## src/rtl/shared_timer_scheduler_pkg.sv

```systemverilog
// Shared definitions for the timer scheduler: FSM state encoding and a
// helper that extracts one lane from a packed per-requester count bus.
package shared_timer_scheduler_pkg;

    localparam int unsigned MAX_REQ = 8;
    localparam int unsigned MAX_CW  = 32;

    typedef enum logic [1:0] {
        IDLE     = 2'b00,
        COUNTING = 2'b01,
        EXPIRED  = 2'b10
    } state_t;

    // Bus is zero-extended by the caller to the maximum supported size.
    function automatic logic [MAX_CW-1:0] lane_slice(
        input logic [MAX_REQ*MAX_CW-1:0] bus,
        input int unsigned               idx,
        input int unsigned               width
    );
        logic [MAX_REQ*MAX_CW-1:0] shifted;
        logic [MAX_REQ*MAX_CW-1:0] mask;
        shifted = bus >> (idx * width);
        mask    = ~({(MAX_REQ*MAX_CW){1'b1}} << width);
        return MAX_CW'(shifted & mask);
    endfunction

endpackage

```

## src/rtl/shared_timer_scheduler_rr_pick.sv

```systemverilog
// Combinational rotating-priority picker: first set req bit scanning upward
// from (last_idx+1) mod NUM_REQ, wrapping around.
module rr_pick #(
    parameter int unsigned NUM_REQ = 4,
    parameter int unsigned IDX_W   = $clog2(NUM_REQ)
) (
    input  logic [NUM_REQ-1:0] req,
    input  logic [IDX_W-1:0]   last_idx,
    output logic               valid,
    output logic [IDX_W-1:0]   idx
);

    always_comb begin
        logic        found;
        int unsigned pos;
        valid = |req;
        idx   = '0;
        found = 1'b0;
        pos   = 0;
        for (int unsigned k = 1; k <= NUM_REQ; k++) begin
            pos = (32'(last_idx) + k) % NUM_REQ;
            if (!found && req[IDX_W'(pos)]) begin
                idx   = IDX_W'(pos);
                found = 1'b1;
            end
        end
    end

endmodule

```

## src/rtl/shared_timer_scheduler.sv

```systemverilog
// One shared down-counter granted round-robin to NUM_REQ requesters; each grant
// loads that requester's delay and ends with a one-cycle done pulse on its lane.
module shared_timer_scheduler
    import shared_timer_scheduler_pkg::*;
#(
    parameter int unsigned NUM_REQ     = 4,
    parameter int unsigned COUNT_WIDTH = 24
) (
    input  logic                           clk,
    input  logic                           resetn,
    input  logic                           enable,
    input  logic                           sync_resetn,
    input  logic [NUM_REQ-1:0]             req,
    input  logic [NUM_REQ*COUNT_WIDTH-1:0] req_count,
    output logic [NUM_REQ-1:0]             grant,
    output logic [NUM_REQ-1:0]             done,
    output logic                           busy
);

    localparam int unsigned IDX_W = $clog2(NUM_REQ);

    state_t                   state;
    logic [COUNT_WIDTH-1:0]   count;
    logic [IDX_W-1:0]         cur_idx;
    logic [IDX_W-1:0]         last_idx;

    logic                     pick_valid;
    logic [IDX_W-1:0]         pick_idx;
    logic [MAX_REQ*MAX_CW-1:0] bus_ext;
    logic [COUNT_WIDTH-1:0]   cnt_req;

    rr_pick #(
        .NUM_REQ (NUM_REQ),
        .IDX_W   (IDX_W)
    ) u_pick (
        .req      (req),
        .last_idx (last_idx),
        .valid    (pick_valid),
        .idx      (pick_idx)
    );

    always_comb begin
        bus_ext = '0;
        bus_ext[NUM_REQ*COUNT_WIDTH-1:0] = req_count;
        cnt_req = COUNT_WIDTH'(lane_slice(bus_ext, 32'(pick_idx), COUNT_WIDTH));
    end

    // Outputs are registered alongside the state so no input reaches them combinationally.
    always_ff @(posedge clk or negedge resetn) begin
        if (!resetn) begin
            state    <= IDLE;
            count    <= '0;
            cur_idx  <= '0;
            last_idx <= IDX_W'(NUM_REQ - 1);
            grant    <= '0;
            done     <= '0;
            busy     <= 1'b0;
        end else if (!enable) begin
            done <= '0;
        end else if (!sync_resetn) begin
            state    <= IDLE;
            count    <= '0;
            cur_idx  <= '0;
            last_idx <= IDX_W'(NUM_REQ - 1);
            grant    <= '0;
            done     <= '0;
            busy     <= 1'b0;
        end else begin
            done <= '0;
            unique case (state)
                IDLE: begin
                    if (pick_valid) begin
                        state   <= COUNTING;
                        cur_idx <= pick_idx;
                        count   <= (cnt_req == '0) ? '0 : cnt_req - COUNT_WIDTH'(1);
                        grant   <= NUM_REQ'(1) << pick_idx;
                        busy    <= 1'b1;
                    end
                end
                COUNTING: begin
                    if (!req[cur_idx]) begin
                        state    <= IDLE;
                        last_idx <= cur_idx;
                        grant    <= '0;
                        busy     <= 1'b0;
                    end else if (count == '0) begin
                        state <= EXPIRED;
                        done  <= NUM_REQ'(1) << cur_idx;
                    end else begin
                        count <= count - COUNT_WIDTH'(1);
                    end
                end
                EXPIRED: begin
                    state    <= IDLE;
                    last_idx <= cur_idx;
                    grant    <= '0;
                    busy     <= 1'b0;
                end
                default: begin
                    state <= IDLE;
                    grant <= '0;
                    busy  <= 1'b0;
                end
            endcase
        end
    end

endmodule

```

## config.mk

```make
export PLATFORM = sky130hd
export DESIGN_NAME = shared_timer_scheduler
export DESIGN_NICKNAME = d
export VERILOG_FILES = /design/src/rtl/shared_timer_scheduler_pkg.sv /design/src/rtl/shared_timer_scheduler_rr_pick.sv /design/src/rtl/shared_timer_scheduler.sv
export SDC_FILE = /design/constraint.sdc
export NUM_CORES = 1
export LEC_CHECK = 0
export BUFFER_PORTS_ARGS = -buffer_cell sky130_fd_sc_hd__buf_2
export CAP_MARGIN = 15
export CORE_UTILIZATION = 50
export DETAILED_ROUTE_END_ITERATION = 12
export GPL_TIMING_DRIVEN = 0
export PLACE_DENSITY_LB_ADDON = 0.1
export SKIP_LAST_GASP = 1
export SLEW_MARGIN = 0
export SYNTH_ARGS = -nofsm -noshare
export SYNTH_HDL_FRONTEND = slang
export SYNTH_SLANG_ARGS = --single-unit
```

## constraint.sdc

```tcl
create_clock -name clk -period 4.2 [get_ports clk]
set_input_delay 0.84 -clock clk [delete_from_list [all_inputs] [get_ports clk]]
set_output_delay 0.84 -clock clk [all_outputs]
set_load 0.02 [all_outputs]
```

==> run_results.csv, run 1 <==
group,metric,value,unit
outcome,status,"finished clean",
pwr,ir_worst_vdd,0.000174,V
floorplanning,die_height,90.2,um
placement,dp.cells,727,
floorplanning,initial_core_util,0.528,
cts,cts_tree,"done",
finish,nets,742,
global_routing,gr-usage-all-layers,0.297,
setup_path,worstSetupPathType,"input port to register",
setup_path,crit_arrival,4.05,ns
setup_path,r2r_start,"last_idx[1]",
drt,drt_iter0_markers,289,
global_routing,grt_pass1_wl,19300,um
synth,synth_seq_cells,39,
global_routing,antenna_found_initial,0,
global_routing,grtUsageMet2,0.483,
synth,yosysWarnings,0,
finish,instances_no_fill,735,
cts,htree_levels,2,
synth,synthFlopType,"dfrtp_1",
drt,post-route-drc-count,0,
placement,pre_cts_slack,-0.0337,ns
placement,dp_hpwl,9860,um
timing,tightest_slew,0.879,ns
synth,synthCells,517,
setup_path,cp-end-kind,"register",
cts,clock_latency,0.29,ns
floorplanning,rows,31,
timing,fin_crit_sh,0.914,
timing,finalCriticalPeriod,3.84,ns
synth,seq_area_frac_synth,0.252,
timing,setup_ws,0.361,ns
timing,finalSetupViolCount,0,
setup_path,r2r_slack,0.46,ns
synth,synth_edf_count,0,
setup_path,path_delay_family,"simple AND/OR/NAND/NOR gates",
global_routing,use_met3,0.0465,
finish,n_antenna_cell,0,
synth,mappedNetlistNets,624,
floorplanning,num_io_pins,113,
pwr,powerDensity,410,mW/mm2
job,cap_violations,0,
min_path,hold_start,"busy",
drt,dr_total_vias,4479,
finish,syn_to_final_growth,19.7,%
timing,finClkSkew,0.00633,ns
pwr,power.leakage,0.00206,uW
cts,clock_sinks,39,
timing,max_freq,261,MHz
finish,seq_area,978,um2
finish,stdcell_area,0.00465,mm2
setup_path,crit_path_cell_trace,"buf_2 -> and2b_1 -> a21oi_2 -> o21ai_1 -> buf_2 -> buf_1 -> nand3_1 -> a22oi_1 -> nand2_1 -> nor4_1 -> mux2_2 -> o21ai_0",
cts,cts_root_buf,"clkbuf_8",
finish,multiInputGateArea,0.00268,mm2
setup_path,reg2reg_to,"count[20]",
placement,portBuffers,111,
timing,drv_slew,0,
setup_path,crit_slowest_cell,"buf_1",
setup_path,crit_top_cell,"buf_2",
finish,fill_cells,696,
drt,avgRoutedWirePerCell,16.5,um
setup_path,crit_buf_inv,3,
timing,maxSlewHeadroom,0.404,
setup_path,path_max_fanout,10,
min_path,min_to,"busy",
floorplanning,die_w,90.2,um
floorplanning,fp.coreArea,0.00737,mm2
drt,first_pass_iters,5,
placement,gp_congestion,0.918,
global_routing,grt_max_degree,40,
placement,placed_area,0.00457,mm2
cts,clockBufferDepth,2,
drt,drtAntennaViolNets,0,
floorplanning,die_area,0.00813,mm2
synth,synthArstFlopShare,1.00,
timing,final_hold_viol_count,0,
cts,cts_made_buffers,5,
setup_path,start_kind,"input port",
min_path,min_path_type,"register to register",
synth,synth.avg_cell_area,7.52,um2
setup_path,reg2regPathDepth,14,
synth,synth_cell_types,69,
min_path,hold_path_depth,1,
global_routing,grt_pass1_vias,4028,
cts,clk_pin_slew,0.07,ns
drt,wl,12100,um
cts,hold_buffers,0,
finish,drive_gt1_frac,0.245,
synth,synth.cell_area,0.00389,mm2
timing,setup_tns,0,ns
timing,rsz0062_at_grt,"false",
drt,viasPerCell,6.09,
timing,hold_ws,0.486,ns
global_routing,grt_overflow_total,0,
setup_path,worst-endpoint-required,4.41,ns
setup_path,crit_path_max_incr_delay,0.48,ns
global_routing,gr-usage-met1,0.400,
global_routing,grt.busiest_layer,"met2",
==> power by group <==
group          switching, uW  internal (uW)
Clock                    131            118
Sequential              96.0            463
Combinational            678            423
Total                    905           1000
==> through the flow <==
| stage | utilization | power, uW |
|---|---|---|
| 2_1_floorplan | - | 1330 |
| 3_3_place_gp | 0.620 | 1620 |
| 3_5_place_dp | 0.620 | 1640 |
| 4_1_cts | 0.631 | 1890 |
| 5_1_grt | 0.632 | 2050 |
| 6_report | 0.632 | 1910 |
==> how the worst max path moves through the flow <==
stage | start | to | slack, ns | cells past startpoint
2_1_floorplan | req[0] | count[7] | 0.58 | 13
3_3_place_gp | req[3] | count[20] | 0.003 | 15
3_5_place_dp | req[3] | count[20] | -0.03 | 15
4_1_cts | req[3] | count[20] | 0.25 | 15
5_1_grt | req[1] | count[20] | 0.07 | 15
6_report | req[2] | count[20] | 0.36 | 12
==> cells by family after synthesis <==
logic type,count (synthesis),synth area share
xor+xnor,21,0.0473
mux,21,0.0595
fa+ha+maj,3,0.00965
compound gates,151,0.270
buf+inv,53,0.0611
simple gates,229,0.301
flops,39,0.252
==> placed cells by master, fill, tap and decap left out, types with 9 or more instances in the layout <==
cell      instances
mux2i_1          13
o211ai_1         27
nor4_1            9
nand2_1          58
clkbuf_1         20
inv_1            21
nand3_1          47
xor2_1           11
nor2_1           38
a21oi_1          20
buf_2           120
o21ai_0          43
dfrtp_1          37
a22oi_1          10
and2_1           13
xnor2_1          10
==> layer usage <==
layer	part of all wire	routed length (um)
met1	0.44	5340
met2	0.46	5630
met3	0.071	864
met4	0.023	277
met5	0	0
==> cells in the mapped netlist, types with 8 or more instances <==
master | count | area [um2]
xnor2_1 | 10 | 87.6
mux2i_1 | 13 | 130
nor4_1 | 9 | 56.3
xor2_1 | 11 | 96.3
dfrtp_1 | 37 | 926
o211ai_1 | 27 | 203
a22oi_1 | 10 | 75.1
a21oi_1 | 20 | 100
nand2_1 | 58 | 218
nand3_1 | 47 | 235
inv_1 | 21 | 78.8
nor3_1 | 8 | 40.0
o21ai_0 | 43 | 215
and2_1 | 13 | 81.3
buf_2 | 9 | 45.0
clkbuf_1 | 17 | 63.8
nor2_1 | 38 | 143
==> repair_timing <==
item / 4_1_cts / 5_1_grt
resized for setup: 0 / 1
setup buffers: 0 / 0
setup endpoints to repair: 0 / 1
==> worst register-to-register path, cell delays in order, from the launching register on <==
cell and delay [ns]:
dfstp_2 0.59, mux2_2 0.38, a22oi_4 0.19, o21a_4 0.21
buf_6 0.16, buf_4 0.22, o211ai_1 0.16, nand2_1 0.16
ha_1 0.18, inv_1 0.07, a311oi_2 0.31, nand4_1 0.14
nor4_1 0.33, mux2_2 0.42, o21ai_0 0.15
==> state kept, by name, summed over array words and instances (netlist names) <==
signal,cells
done,4
last_idx,2
state,2
count,24
busy,1
cur_idx,2
grant,4
==> cell type report <==
cell class | instances | area share
buffer | 32 | 0.0341
clock buffer | 8 | 0.0172
inverter | 21 | 0.0169
multi-input combinational | 425 | 0.576
sequential | 39 | 0.210
tap | 99 | 0.0266
timing repair buffer | 111 | 0.119
(Power assumes the default switching activity.)
==> run 2: changes to the inputs <==
--- a/config.mk
+++ b/config.mk
@@ -12,2 +12,3 @@
 export GPL_TIMING_DRIVEN = 0
+export MAX_ROUTING_LAYER = met4
 export PLACE_DENSITY_LB_ADDON = 0.1
@@ -17,2 +18,3 @@
 export SYNTH_HDL_FRONTEND = slang
+export SYNTH_HIERARCHICAL = 1
 export SYNTH_SLANG_ARGS = --single-unit
==> constraint.sdc (replaced) <==
create_clock -name clk -period 4.2 [get_ports clk]
set_input_delay 0.63 -clock clk [delete_from_list [all_inputs] [get_ports clk]]
set_output_delay 0.63 -clock clk [all_outputs]
set_load 0.02 [all_outputs]
==> run_results.csv, run 2 <==
group,metric,value,unit
cts,cts_tree,"done",
synth,synth_cell_types,60,
drt,dr_total_vias,3485,
synth,synthTopCellsByCount,"dfrtp_1 (37), nor2_1 (35), nand2_1 (34)",
pwr,power.leakage,0.00178,uW
cts,clk_pin_slew,0.09,ns
finish,instances_no_fill,566,
drt,avgRoutedWirePerCell,18.0,um
floorplanning,fp.coreArea,0.00646,mm2
synth,synth_seq_cells,39,
timing,max_freq,252,MHz
timing,finClkSkew,0.0120,ns
setup_path,crit_arrival,4.14,ns
finish,reg_top3,"count (24), done (4), grant (4)",
drt,drt_iter0_markers,317,
synth,seq_area_frac_synth,0.288,
timing,finalSetupViolCount,0,
timing,finalCriticalPeriod,3.97,ns
finish,stdcell_area,0.00418,mm2
global_routing,grt_max_degree,40,
placement,gp_congestion,0.941,
setup_path,worst-endpoint-required,4.37,ns
finish,top_register,"count",
setup_path,start_kind,"register",
finish,syn_to_final_growth,23.0,%
pwr,power.total,1720,uW
synth,synth.top_cell.area_share,0.273,
timing,drv_slew,0,
timing,tightest_slew,0.883,ns
placement,pre_cts_slack,-0.569,ns
synth,mappedNetlistNets,477,
job,cap_violations,0,
floorplanning,initial_core_util,0.526,
synth,synthCells,370,
finish,final_common_cell,"buf_2",
synth,synth_edf_count,0,
global_routing,gr-usage-all-layers,0.308,
floorplanning,die_area,0.00712,mm2
finish,final_cell_mix,"buf_2 (115), dfrtp_1 (37), nor2_1 (35)",
min_path,min_path_type,"input port to async pin",
cts,cts_made_buffers,5,
floorplanning,die_height,84.4,um
drt,first_pass_iters,4,
finish,n_antenna_cell,0,
global_routing,antenna_found_initial,0,
setup_path,worstSetupPathType,"register to register",
setup_path,cp-end-kind,"register",
cts,clockBufferDepth,2,
timing,setup_ws,0.231,ns
placement,portBuffers,112,
floorplanning,rows,29,
global_routing,grt_pass1_wl,16400,um
floorplanning,num_io_pins,113,
outcome,status,"finished clean",
finish,drive_gt1_frac,0.342,
setup_path,path_max_fanout,10,
synth,yosysWarnings,6,
synth,synth_top_area_cell,"dfrtp_1",
synth,synth_most_common_cell,"dfrtp_1",
timing,maxSlewHeadroom,0.411,
timing,fin_crit_sh,0.945,
synth,synth.cell_area,0.00339,mm2
cts,clock_sinks,39,
cts,clock_latency,0.30,ns
placement,dp_hpwl,8230,um
timing,final_hold_viol_count,0,
drt,drtAntennaViolNets,0,
cts,cts_root_buf,"clkbuf_8",
synth,synth.avg_cell_area,9.17,um2
synth,synthFlopType,"dfrtp_1",
pwr,ir_worst_vdd,0.000193,V
finish,nets,595,
global_routing,grt_overflow_total,0,
synth,ys_top_cells_by_area,"dfrtp_1 (27%), mux4_2 (17%), nor2_1 (3.9%), nand2_1 (3.8%), o21ai_1 (2.8%)",
drt,wl,10200,um
timing,rsz0062_at_grt,"false",
global_routing,grt_pass1_vias,3408,
synth,synthArstFlopShare,1.00,
pwr,powerDensity,412,mW/mm2
finish,largest_reg_flops,24,
drt,post-route-drc-count,0,
placement,dp.cells,559,
placement,placed_area,0.00405,mm2
timing,hold_ws,0.439,ns
cts,htree_levels,2,
cts,post-cts-setup-buffer-count,0,
floorplanning,die_w,84.4,um
drt,viasPerCell,6.16,
-- run 2: worst paths after layout --
path                                  start        end  slack, ns  depth (start not counted)
worst max-delay path            last_idx[1]  count[21]       0.23                         13
worst min-delay path                 resetn    done[1]       0.44                          1
worst max register to register  last_idx[1]  count[21]       0.23                         13
worst min register to register     grant[0]   grant[0]       0.50                          2
max in group asynchronous            resetn  count[18]       3.19                          1
min in group clk                   grant[0]   grant[0]       0.50                          2
-- run 2: repair_timing --
| item | 4_1_cts | 5_1_grt |
|---|---|---|
| hold buffers | 0 | 0 |
| resized for setup | 3 | 5 |
| hold endpoints to repair | 0 | 0 |
| endpoints found under the setup margin | 22 | 21 |
-- run 2: routing by layer --
metal  track usage  part of all wire  vias to the layer above
met1         0.399              0.44                     1685
met4        0.0909            0.0089                        0
met2         0.501              0.48                      126
li1              -                 -                     1666
met5             -                 0                        -
met3        0.0521             0.068                        8
-- run 2: logic make-up after synthesis --
family	after synthesis	synth area share
AND/OR/NAND/NOR	154	0.237
AO/OA/AOI/OAI	99	0.199
flip-flops	39	0.288
multiplexers	28	0.175
buffers and inverters	27	0.0376
XOR/XNOR	20	0.0516
adder cells (fa/ha/maj)	3	0.0111
-- run 2: per-stage QoR --
step	util	setup TNS, ns
global placement	0.627	-9.42
floorplan	-	0
global route	0.646	0
CTS	0.646	0
finish	0.646	0
detailed placement	0.627	-10.81
-- run 2: cell type report --
cell class / instances / area [um2]
buffer: 18 / 103
clock buffer: 5 / 68.8
clock inverter: 3 / 46.3
fill: 584 / 2280
inverter: 8 / 30.0
multi-input combinational: 304 / 2290
sequential: 39 / 978
tap: 77 / 96.3
timing repair buffer: 112 / 561
-- run 2: worst max-delay path: stages (launching register included) --
cell	delay (ns)
dfstp_2	0.61
a31oi_1	0.12
a21oi_2	0.28
clkbuf_4	0.29
buf_2	0.28
mux4_2	0.41
inv_1	0.12
ha_1	0.16
or4b_1	0.46
or4_1	0.53
buf_2	0.18
nand2_4	0.15
buf_8	0.17
o211ai_2	0.09
-- run 2: where the power goes --
part / switching, uW / internal (uW) / total, uW
Clock: 143 / 179 / 322
Sequential: 88.0 / 453 / 541
Combinational: 487 / 371 / 858
Total: 717 / 1000 / 1720
